===== src/rtl/latch_bank_arbiter_if.sv =====
// Write-request / latch-bank bus between requesters (master) and latch_bank_arbiter (slave).
// Lock signals exist only when LATCH_ARB_LOCK_EN is defined.
interface latch_bank_arbiter_if #(
  parameter int NREQ = 4,
  parameter int AW   = 3,
  parameter int DW   = 16
);
  logic [NREQ-1:0]    req;
  logic [NREQ*AW-1:0] req_addr;
  logic [NREQ*DW-1:0] req_data;
  logic               hold;
  logic [NREQ-1:0]    ack;
  logic [2**AW-1:0]   lat_en;
  logic [DW-1:0]      lat_d;
  logic               busy;
`ifdef LATCH_ARB_LOCK_EN
  logic [2**AW-1:0]   lock_set;
  logic               wr_err;

  modport master (output req, req_addr, req_data, hold, lock_set,
                  input  ack, lat_en, lat_d, busy, wr_err);
  modport slave  (input  req, req_addr, req_data, hold, lock_set,
                  output ack, lat_en, lat_d, busy, wr_err);
`else
  modport master (output req, req_addr, req_data, hold,
                  input  ack, lat_en, lat_d, busy);
  modport slave  (input  req, req_addr, req_data, hold,
                  output ack, lat_en, lat_d, busy);
`endif
endinterface


===== src/rtl/latch_bank_arbiter.sv =====
// Round-robin write scheduler driving a bank of enable-load latch words, one strobe per cycle.
// Optional sticky per-word write locks are enabled by defining LATCH_ARB_LOCK_EN.
module latch_bank_arbiter #(
  parameter int NREQ = 4,
  parameter int AW   = 3,
  parameter int DW   = 16
) (
  input  logic          i_sys_clk,
  input  logic          i_reset,
  latch_bank_arbiter_if.slave bus
);
  localparam int NW = 2**AW;
  localparam int PW = $clog2(NREQ);

  logic [NREQ-1:0] r_ack;
  logic [NW-1:0]   r_lat_en;
  logic [DW-1:0]   r_lat_d;
  logic [PW-1:0]   r_ptr;

  logic [NREQ-1:0] w_elig;
  logic            w_grant;
  logic [PW-1:0]   w_win;
  logic [AW-1:0]   w_addr;
  logic [DW-1:0]   w_data;
  logic            w_blocked;

  // A request acked this cycle is masked so a requester dropping req late is not written twice.
  assign w_elig = bus.req & ~r_ack;

  always_comb begin
    w_grant = 1'b0;
    w_win   = '0;
    for (int k = 0; k < NREQ; k++) begin
      if (!w_grant && w_elig[(int'(r_ptr) + k) % NREQ]) begin
        w_grant = 1'b1;
        w_win   = PW'((int'(r_ptr) + k) % NREQ);
      end
    end
    if (bus.hold) w_grant = 1'b0;
  end

  assign w_addr = bus.req_addr[w_win*AW +: AW];
  assign w_data = bus.req_data[w_win*DW +: DW];

`ifdef LATCH_ARB_LOCK_EN
  logic [NW-1:0] r_lock;
  logic [NW-1:0] w_lock_next;
  logic          r_wr_err;

  // Same-cycle lock_set already blocks the write being granted.
  assign w_lock_next = r_lock | bus.lock_set;
  assign w_blocked   = w_lock_next[w_addr];

  always_ff @(posedge i_sys_clk) begin
    if (i_reset) begin
      r_lock   <= '0;
      r_wr_err <= 1'b0;
    end else begin
      r_lock   <= w_lock_next;
      r_wr_err <= w_grant & w_blocked;
    end
  end

  assign bus.wr_err = r_wr_err;
`else
  assign w_blocked = 1'b0;
`endif

  always_ff @(posedge i_sys_clk) begin
    if (i_reset) begin
      r_ack    <= '0;
      r_lat_en <= '0;
      r_lat_d  <= '0;
      r_ptr    <= '0;
    end else begin
      r_ack    <= '0;
      r_lat_en <= '0;
      if (w_grant) begin
        r_ack <= NREQ'(1) << w_win;
        if (!w_blocked) begin
          r_lat_en <= NW'(1) << w_addr;
          r_lat_d  <= w_data;
        end
        r_ptr <= (w_win == PW'(NREQ-1)) ? '0 : w_win + 1'b1;
      end
    end
  end

  assign bus.ack    = r_ack;
  assign bus.lat_en = r_lat_en;
  assign bus.lat_d  = r_lat_d;
  assign bus.busy   = |w_elig;
endmodule


===== src/flat_wrapper.sv =====
// flat-port wrapper written by rule: the top's interface ports become plain ports
module latch_bank_arbiter_flat 
#(
  parameter int NREQ = 4,
  parameter int AW   = 3,
  parameter int DW   = 16
)
  (i_sys_clk, i_reset, bus_req, bus_req_addr, bus_req_data, bus_hold, bus_ack, bus_lat_en, bus_lat_d, bus_busy);
  latch_bank_arbiter_if #(.NREQ(NREQ), .AW(AW), .DW(DW)) bus_i ();
  input  logic i_sys_clk;
  input  logic i_reset;
  input wire logic [$bits(bus_i.req)-1:0] bus_req;
  input wire logic [$bits(bus_i.req_addr)-1:0] bus_req_addr;
  input wire logic [$bits(bus_i.req_data)-1:0] bus_req_data;
  input wire logic [$bits(bus_i.hold)-1:0] bus_hold;
  output wire logic [$bits(bus_i.ack)-1:0] bus_ack;
  output wire logic [$bits(bus_i.lat_en)-1:0] bus_lat_en;
  output wire logic [$bits(bus_i.lat_d)-1:0] bus_lat_d;
  output wire logic [$bits(bus_i.busy)-1:0] bus_busy;
  assign bus_i.req = bus_req;
  assign bus_i.req_addr = bus_req_addr;
  assign bus_i.req_data = bus_req_data;
  assign bus_i.hold = bus_hold;
  assign bus_ack = bus_i.ack;
  assign bus_lat_en = bus_i.lat_en;
  assign bus_lat_d = bus_i.lat_d;
  assign bus_busy = bus_i.busy;
  latch_bank_arbiter #(.NREQ(NREQ), .AW(AW), .DW(DW)) u_core (.i_sys_clk(i_sys_clk), .i_reset(i_reset), .bus(bus_i));
endmodule

===== config.mk =====
export PLATFORM = sky130hd
export DESIGN_NAME = latch_bank_arbiter_flat
export DESIGN_NICKNAME = d
export VERILOG_FILES = /design/src/rtl/latch_bank_arbiter_if.sv /design/src/rtl/latch_bank_arbiter.sv /design/src/flat_wrapper.sv
export SDC_FILE = /design/constraint.sdc
export NUM_CORES = 1
export LEC_CHECK = 0
export ABC_AREA = 1
export BUFFER_PORTS_ARGS = -buffer_cell sky130_fd_sc_hd__buf_2
export CAP_MARGIN = 10
export CORE_MARGIN = 2
export CORE_UTILIZATION = 43
export DETAILED_ROUTE_END_ITERATION = 7
export PLACE_DENSITY = 0.8
export SLEW_MARGIN = 10
export SYNTH_ARGS = -nofsm -noshare
export SYNTH_HDL_FRONTEND = slang
export SYNTH_SLANG_ARGS = --single-unit
export TNS_END_PERCENT = 20

===== constraint.sdc =====
create_clock -name i_sys_clk -period 1.9 [get_ports i_sys_clk]
set_clock_uncertainty 0.1 [all_clocks]
set_input_delay 0.285 -clock i_sys_clk [delete_from_list [all_inputs] [get_ports i_sys_clk]]
set_output_delay 0.285 -clock i_sys_clk [all_outputs]
set_load 0.03 [all_outputs]

# == Yosys cells after proc, flatten, opt, wreduce, memory -nomap -nowiden ==
# Cells that the tools add are included.
# classes
add_sub_neg,4
n_mul,1
n_lt_le_gt_ge,4
n_eq_ne,1
shifts,4
mux,21
n_bitwise,6
n_reduce_logical,11
# ops
operator,count
64-bit by 7-bit variable part select with 16-bit output,1
3-bit by 4-bit less-than comparator with 1-bit output (second input constant),3
1-bit 2-to-1 mux,12
12-bit by 5-bit variable part select with 3-bit output,1
2-bit 2-to-1 mux,5
1-bit binary-select mux with 2-bit select,4
2-bit OR reduction,4
1-bit by 3-bit left shift with 8-bit output (first input constant),1
2-bit by 1-bit adder with 2-bit output (second input constant),2
2-bit adder (second input constant),2
4-bit bitwise AND,1
2-bit by 2-bit multiplier with 4-bit output (second input constant),1
4-bit NOT,1
4-bit OR reduction,1
1-bit by 2-bit left shift with 4-bit output (first input constant),1
1-bit bitwise AND (first input constant),3
1-bit logical AND,3
1-bit logical NOT,3
2-bit by 3-bit less-than comparator with 1-bit output (second input constant),1
2-bit == test (second input constant),1
1-bit NOT,1
# word_totals
ff_bits,30
inputBits,83

# == Depth between registers and ports, before layout ==
# logic_depth
ltp_word,17
mapped_depth,16

# == Least setup slack after synthesis ==
# Ideal clock, no wire load.
# synth_timing
kind,register -> register
startpoint,register u_core.r_ack[0] (netlist: u_core.bus.ack[0])
endpoint,register u_core.r_lat_d[10] (netlist: u_core.bus.lat_d[10])
setup_ns,0.109
arrival_ns,1.722
required_ns,1.691
slack_ns,-0.031
path_stages_with_launch,10
path_buffers,1
cell_sequence,dfxtp_1 -> inv_1 -> nand2_1 -> nand4_1 -> clkbuf_1 -> nand4_1 -> nand3_1 -> nand3_1 -> nand2_1 -> inv_1
# synth_between
elab_chain_cells,15
elab_cells_between_ends,29
cone_classes,shift: 1; mux: 20; bitwise: 2; reduce/logical: 6
# synth_lines
item,line_no,rtl
start: declaration,latch_bank_arbiter.sv:15,logic [NREQ-1:0] r_ack;
start signal: assignment,latch_bank_arbiter.sv:79,r_ack <= NREQ'(1) << w_win;
4-bit NOT *,latch_bank_arbiter.sv:28,assign w_elig = bus.req & ~r_ack;
4-bit bitwise AND *,latch_bank_arbiter.sv:28,
1-bit binary-select mux with 2-bit select,latch_bank_arbiter.sv:34,if (!w_grant && w_elig[(int'(r_ptr) + k) % NREQ]) begin
1-bit 2-to-1 mux (implied by the code),latch_bank_arbiter.sv:34,
1-bit 2-to-1 mux,latch_bank_arbiter.sv:34,
1-bit logical NOT,latch_bank_arbiter.sv:34,
1-bit logical AND,latch_bank_arbiter.sv:34,
1-bit 2-to-1 mux,latch_bank_arbiter.sv:34,
1-bit logical NOT,latch_bank_arbiter.sv:34,
1-bit logical AND,latch_bank_arbiter.sv:34,
1-bit 2-to-1 mux,latch_bank_arbiter.sv:34,
1-bit logical NOT,latch_bank_arbiter.sv:34,
1-bit logical AND,latch_bank_arbiter.sv:34,
2-bit 2-to-1 mux / 1-bit 2-to-1 mux (equally long branches),latch_bank_arbiter.sv:34,
64-bit by 7-bit variable part select with 16-bit output / 1-bit 2-to-1 mux (equally long branches),"latch_bank_arbiter.sv:43, latch_bank_arbiter.sv:39",
end signal: assignment,latch_bank_arbiter.sv:82,r_lat_d <= w_data;
end: declaration,latch_bank_arbiter.sv:17,logic [DW-1:0] r_lat_d;
# Every way passes the cells marked *; elsewhere a longest branch is shown, timed or not. The select of a mux whose other input is x is not followed.
# A chain may end at the register's enable or synchronous reset.

# == Worst setup path in the final report ==
# layout_timing
startpoint,register u_core.r_ptr[0]
endpoint,register u_core.r_lat_en[7] (netlist: u_core.bus.lat_en[7])
# layout_between
elab_chain_cells,15
elab_cells_between_ends,34
cone_classes,add/sub: 3; mul: 1; shift: 2; mux: 20; bitwise: 1; reduce/logical: 7
# layout_lines
item,line_no,rtl
start: declaration,latch_bank_arbiter.sv:18,logic [PW-1:0] r_ptr;
start signal: assignment,latch_bank_arbiter.sv:84,r_ptr <= (w_win == PW'(NREQ-1)) ? '0 : w_win + 1'b1;
2-bit by 1-bit adder with 2-bit output / 1-bit binary-select mux with 2-bit select (equally long branches),"latch_bank_arbiter.sv:34, latch_bank_arbiter.sv:36",
1-bit binary-select mux with 2-bit select / 1-bit 2-to-1 mux (equally long branches),latch_bank_arbiter.sv:34,
1-bit 2-to-1 mux (implied by the code),latch_bank_arbiter.sv:34,
1-bit 2-to-1 mux (implied by the code) / 1-bit logical NOT (equally long branches),latch_bank_arbiter.sv:34,
1-bit logical AND,latch_bank_arbiter.sv:34,
1-bit 2-to-1 mux,latch_bank_arbiter.sv:34,
1-bit logical NOT,latch_bank_arbiter.sv:34,
1-bit logical AND,latch_bank_arbiter.sv:34,
1-bit 2-to-1 mux,latch_bank_arbiter.sv:34,
1-bit logical NOT,latch_bank_arbiter.sv:34,
1-bit logical AND,latch_bank_arbiter.sv:34,
2-bit 2-to-1 mux / 1-bit 2-to-1 mux (equally long branches),latch_bank_arbiter.sv:34,
2-bit by 2-bit multiplier with 4-bit output / 1-bit 2-to-1 mux (equally long branches),"latch_bank_arbiter.sv:42, latch_bank_arbiter.sv:39",
12-bit by 5-bit variable part select with 3-bit output / 1-bit NOT (equally long branches),-,
1-bit by 3-bit left shift with 8-bit output / 2-bit OR reduction (equally long branches),-,
end signal: assignment,latch_bank_arbiter.sv:81,r_lat_en <= NW'(1) << w_addr;
end: declaration,latch_bank_arbiter.sv:16,logic [NW-1:0] r_lat_en;
# Several ways; a longest one is shown, not always the timed one. The select of a mux whose other input is x is not followed.

==> summary.md <==
| Metric | Value |
|---|---|
| Status | `finished, violations left` |
| Failing checks | `setup timing` |
| Via Count | `3262` |
| Final Hold Fails | `0` |
| Clk buf depth | `2` |
| Switching power | `2.72 mW` |
| Register area share after synthesis | `0.237` |
| Antenna-violating nets left | `0` |
| Critical Path RT | `2.01 ns` |
| Synthesized area | `2530 um^2` |
| RSZ-0062 raised after global routing | `yes` |
| Worst setup EP type | `register` |
| Clk root buf | `clkbuf_8` |
| DRT iter0 DRCs | `131` |
| Rel. slew slack | `0.831` |
| Final worst slack | `-0.101 ns` |
| Sequential share of power | `0.164` |
| Worst vdd ir | `0.653 mV` |
| Commonest non-fill, non-tap cells in the layout | `buf_2 (111), inv_1 (99), nand2_1 (78)` |
| Die Area | `6520 um^2` |
| Die H | `80.7 um` |
| Commonest non-fill, non-tap cell in the layout | `buf_2` |
| Int Pwr | `2.73 mW` |
| Syn Area/Cell | `5.84 um^2` |
| CP arrival | `2.11 ns` |
| Library cells used by synthesis | `26` |
| Final Power | `5.46 mW` |
| Comb pwr share | `0.744` |
| CP Max Fanout | `9` |
| Tmin final | `2.00 ns` |
| Die W | `80.7 um` |
| Cell Count, Final, Fillers Out | `632` |
| Drt pass-1 iters | `4` |
| Cells after synthesis | `434` |
| ANT cells | `0` |
| Setup crit start | `u_core.r_ptr[0]$_SDFFE_PP0P_` |
| HP Start | `bus_req_data[32]` |
| Fin nets | `644` |
| Sw Share | `0.499` |
| Clock transition at path regs | `0.06 ns` |
| Max Slew Vio Count | `0` |
| DRC errors left | `0` |
| CP startpoint kind | `register` |
| Total CTS buffers | `5` |
| Crit share post-route | `1.05` |
| Clk sink count | `30` |
| P&R area growth vs syn | `45.5%` |
| All-Layer GR Usage | `0.243` |
| Number of global-route vias before repair | `3050` |
| Io pins | `112` |
| Cell Rows | `27` |
| Post-DP HPWL | `5760 um` |
| Initial antenna violation count | `0` |
| Layout cell share with drive strength beyond 1 | `0.375` |
| Syn_nets | `517` |
| Grt total ovfl | `0` |
| Asr flop ratio synth | `0` |
| Clock power frac | `0.092` |
| CTS tree | `built` |
| H-Tree Level Count | `2` |
| Area share of the largest cell type after synthesis | `0.237` |
| Gpl congestion | `0.870` |
| Synthesized flop and latch total | `30` |
| Setup violators final | `22` |
| Ys Warns | `0` |
| P_leak | `2.20 nW` |
| Number of vias per cell | `5.16` |
| Global-route wire length before repair | `12600 um` |
| PD cells | `1480 nW/um^2` |
| EDFF count, synth | `0` |
| Core area | `5610 um^2` |
| Wire length per cell after detailed routing | `12.7 um` |
| Largest net degree at the start of global routing | `33` |
| Leading area contributor after synthesis | `dfxtp_1` |
| Worst R2R Start | `u_core.r_ptr[0]$_SDFFE_PP0P_` |
| Worst-skew pair later-pin latency | `0.27 ns` |
| Worst Tran Pin Value | `0.254 ns` |
| HP Class | `input pin to register` |
| Starting Density | `0.452` |
| Post-Route WL | `8010 um` |
| Total of max-cap violations | `0` |
| Synth area leaders | `dfxtp_1 (24%), inv_1 (15%), nand3_1 (14%)` |
| Top_reg_cell synth | `dfxtp_1` |
| Highest Clock Rate | `0.500 GHz` |
| Crit path kind | `register to register` |
| IO buf count | `111` |
| Placed cell count | `620` |
[flip-flops by register name, summed over array words and instances, names as in the netlist]
register and count:
u_core.bus.lat_d 16, u_core.bus.lat_en 8, u_core.bus.ack 4, u_core.r_ptr 2
[cells in the mapped netlist, types with 3 or more instances]
library cell   n
inv_1         99
nand2_1       91
nand3_1       70
nand4_1       42
nor2_1        42
dfxtp_1       30
buf_2          9
clkbuf_1       8
nand2_2        7
nand3_2        6
buf_4          5
buf_6          4
a21oi_1        3
nand2_4        3
nor3_1         3
[cell families after synthesis]
group / count (synthesis) / synth area share
compound gates: 7 / 0.0237
buf+inv: 128 / 0.214
flops: 30 / 0.237
simple gates: 269 / 0.525
[cell type report]
type / count / area [um^2]
clock buffer: 6 / 82.6
multi-input combinational: 276 / 1570
fill: 506 / 1920
timing repair buffer: 147 / 951
sequential: 30 / 603
tap: 72 / 90.1
inverter: 101 / 387
[path summary, 6_finish.rpt]
kind / cells past startpoint / slack [ns] / endpoint
max: 14 / -0.10 / u_core.bus.lat_en[7]$_SDFF_PP0_
min: 7 / 0.29 / u_core.bus.lat_d[0]$_SDFFE_PP0P_
max reg2reg: 14 / -0.10 / u_core.bus.lat_en[7]$_SDFF_PP0_
min reg2reg: 4 / 0.46 / u_core.bus.lat_d[8]$_SDFFE_PP0P_
[worst max-delay path: stages (launching register included)]
cell and delay (ns):
dfxtp_2 0.32, buf_6 0.14, inv_8 0.08, nand3_4 0.07, nand3_1 0.13, nand2_4 0.10
buf_12 0.14, nand3_4 0.11, buf_6 0.16, nand4_1 0.15, nand2_1 0.10, nand2_1 0.06
nand2_1 0.10, nand2_1 0.08, nor2_1 0.09
[repair_timing]
action,CTS,global route
setup buffers,5,0
cloned,1,0
endpoints found under the setup margin,25,25
hold endpoints to repair,0,0
hold buffers,0,0
gates resized for setup,26,27
pin swaps,16,7
[layer usage]
| layer | GRT usage | part of all wire |
|---|---|---|
| met1 | 0.291 | 0.40 |
| met5 | 0 | 0 |
| met3 | 0.0489 | 0.085 |
| met4 | 0.0898 | 0.016 |
| met2 | 0.430 | 0.50 |
[power groups by stage]
| stage | combinational, mW | sequential (mW) | clock, mW |
|---|---|---|---|
| floorplan | 2.10 | 1.21 | 0 |
| global route | 4.41 | 0.910 | 0.538 |
| global placement | 3.30 | 0.898 | 0 |
| detailed placement | 3.36 | 0.901 | 0 |
| CTS | 3.74 | 0.895 | 0.506 |
| finish | 4.06 | 0.895 | 0.502 |
[through the flow]
| stage | setup WS, ns | setup TNS [ns] | cell area (um^2) | utilization | hold WS [ns] |
|---|---|---|---|---|---|
| floorplan | -0.0236 | -0.0943 | 2530 | - | 0.456 |
| global placement | 0.0245 | 0 | 3290 | 0.587 | 0.440 |
| detailed placement | -0.0996 | -1.48 | 3290 | 0.587 | 0.448 |
| CTS | -0.0260 | -0.240 | 3560 | 0.635 | 0.280 |
| global route | -0.209 | -3.27 | 3680 | 0.657 | 0.324 |
| finish | -0.101 | -0.811 | 3680 | 0.657 | 0.291 |
Power figures use the tool's default switching activity.
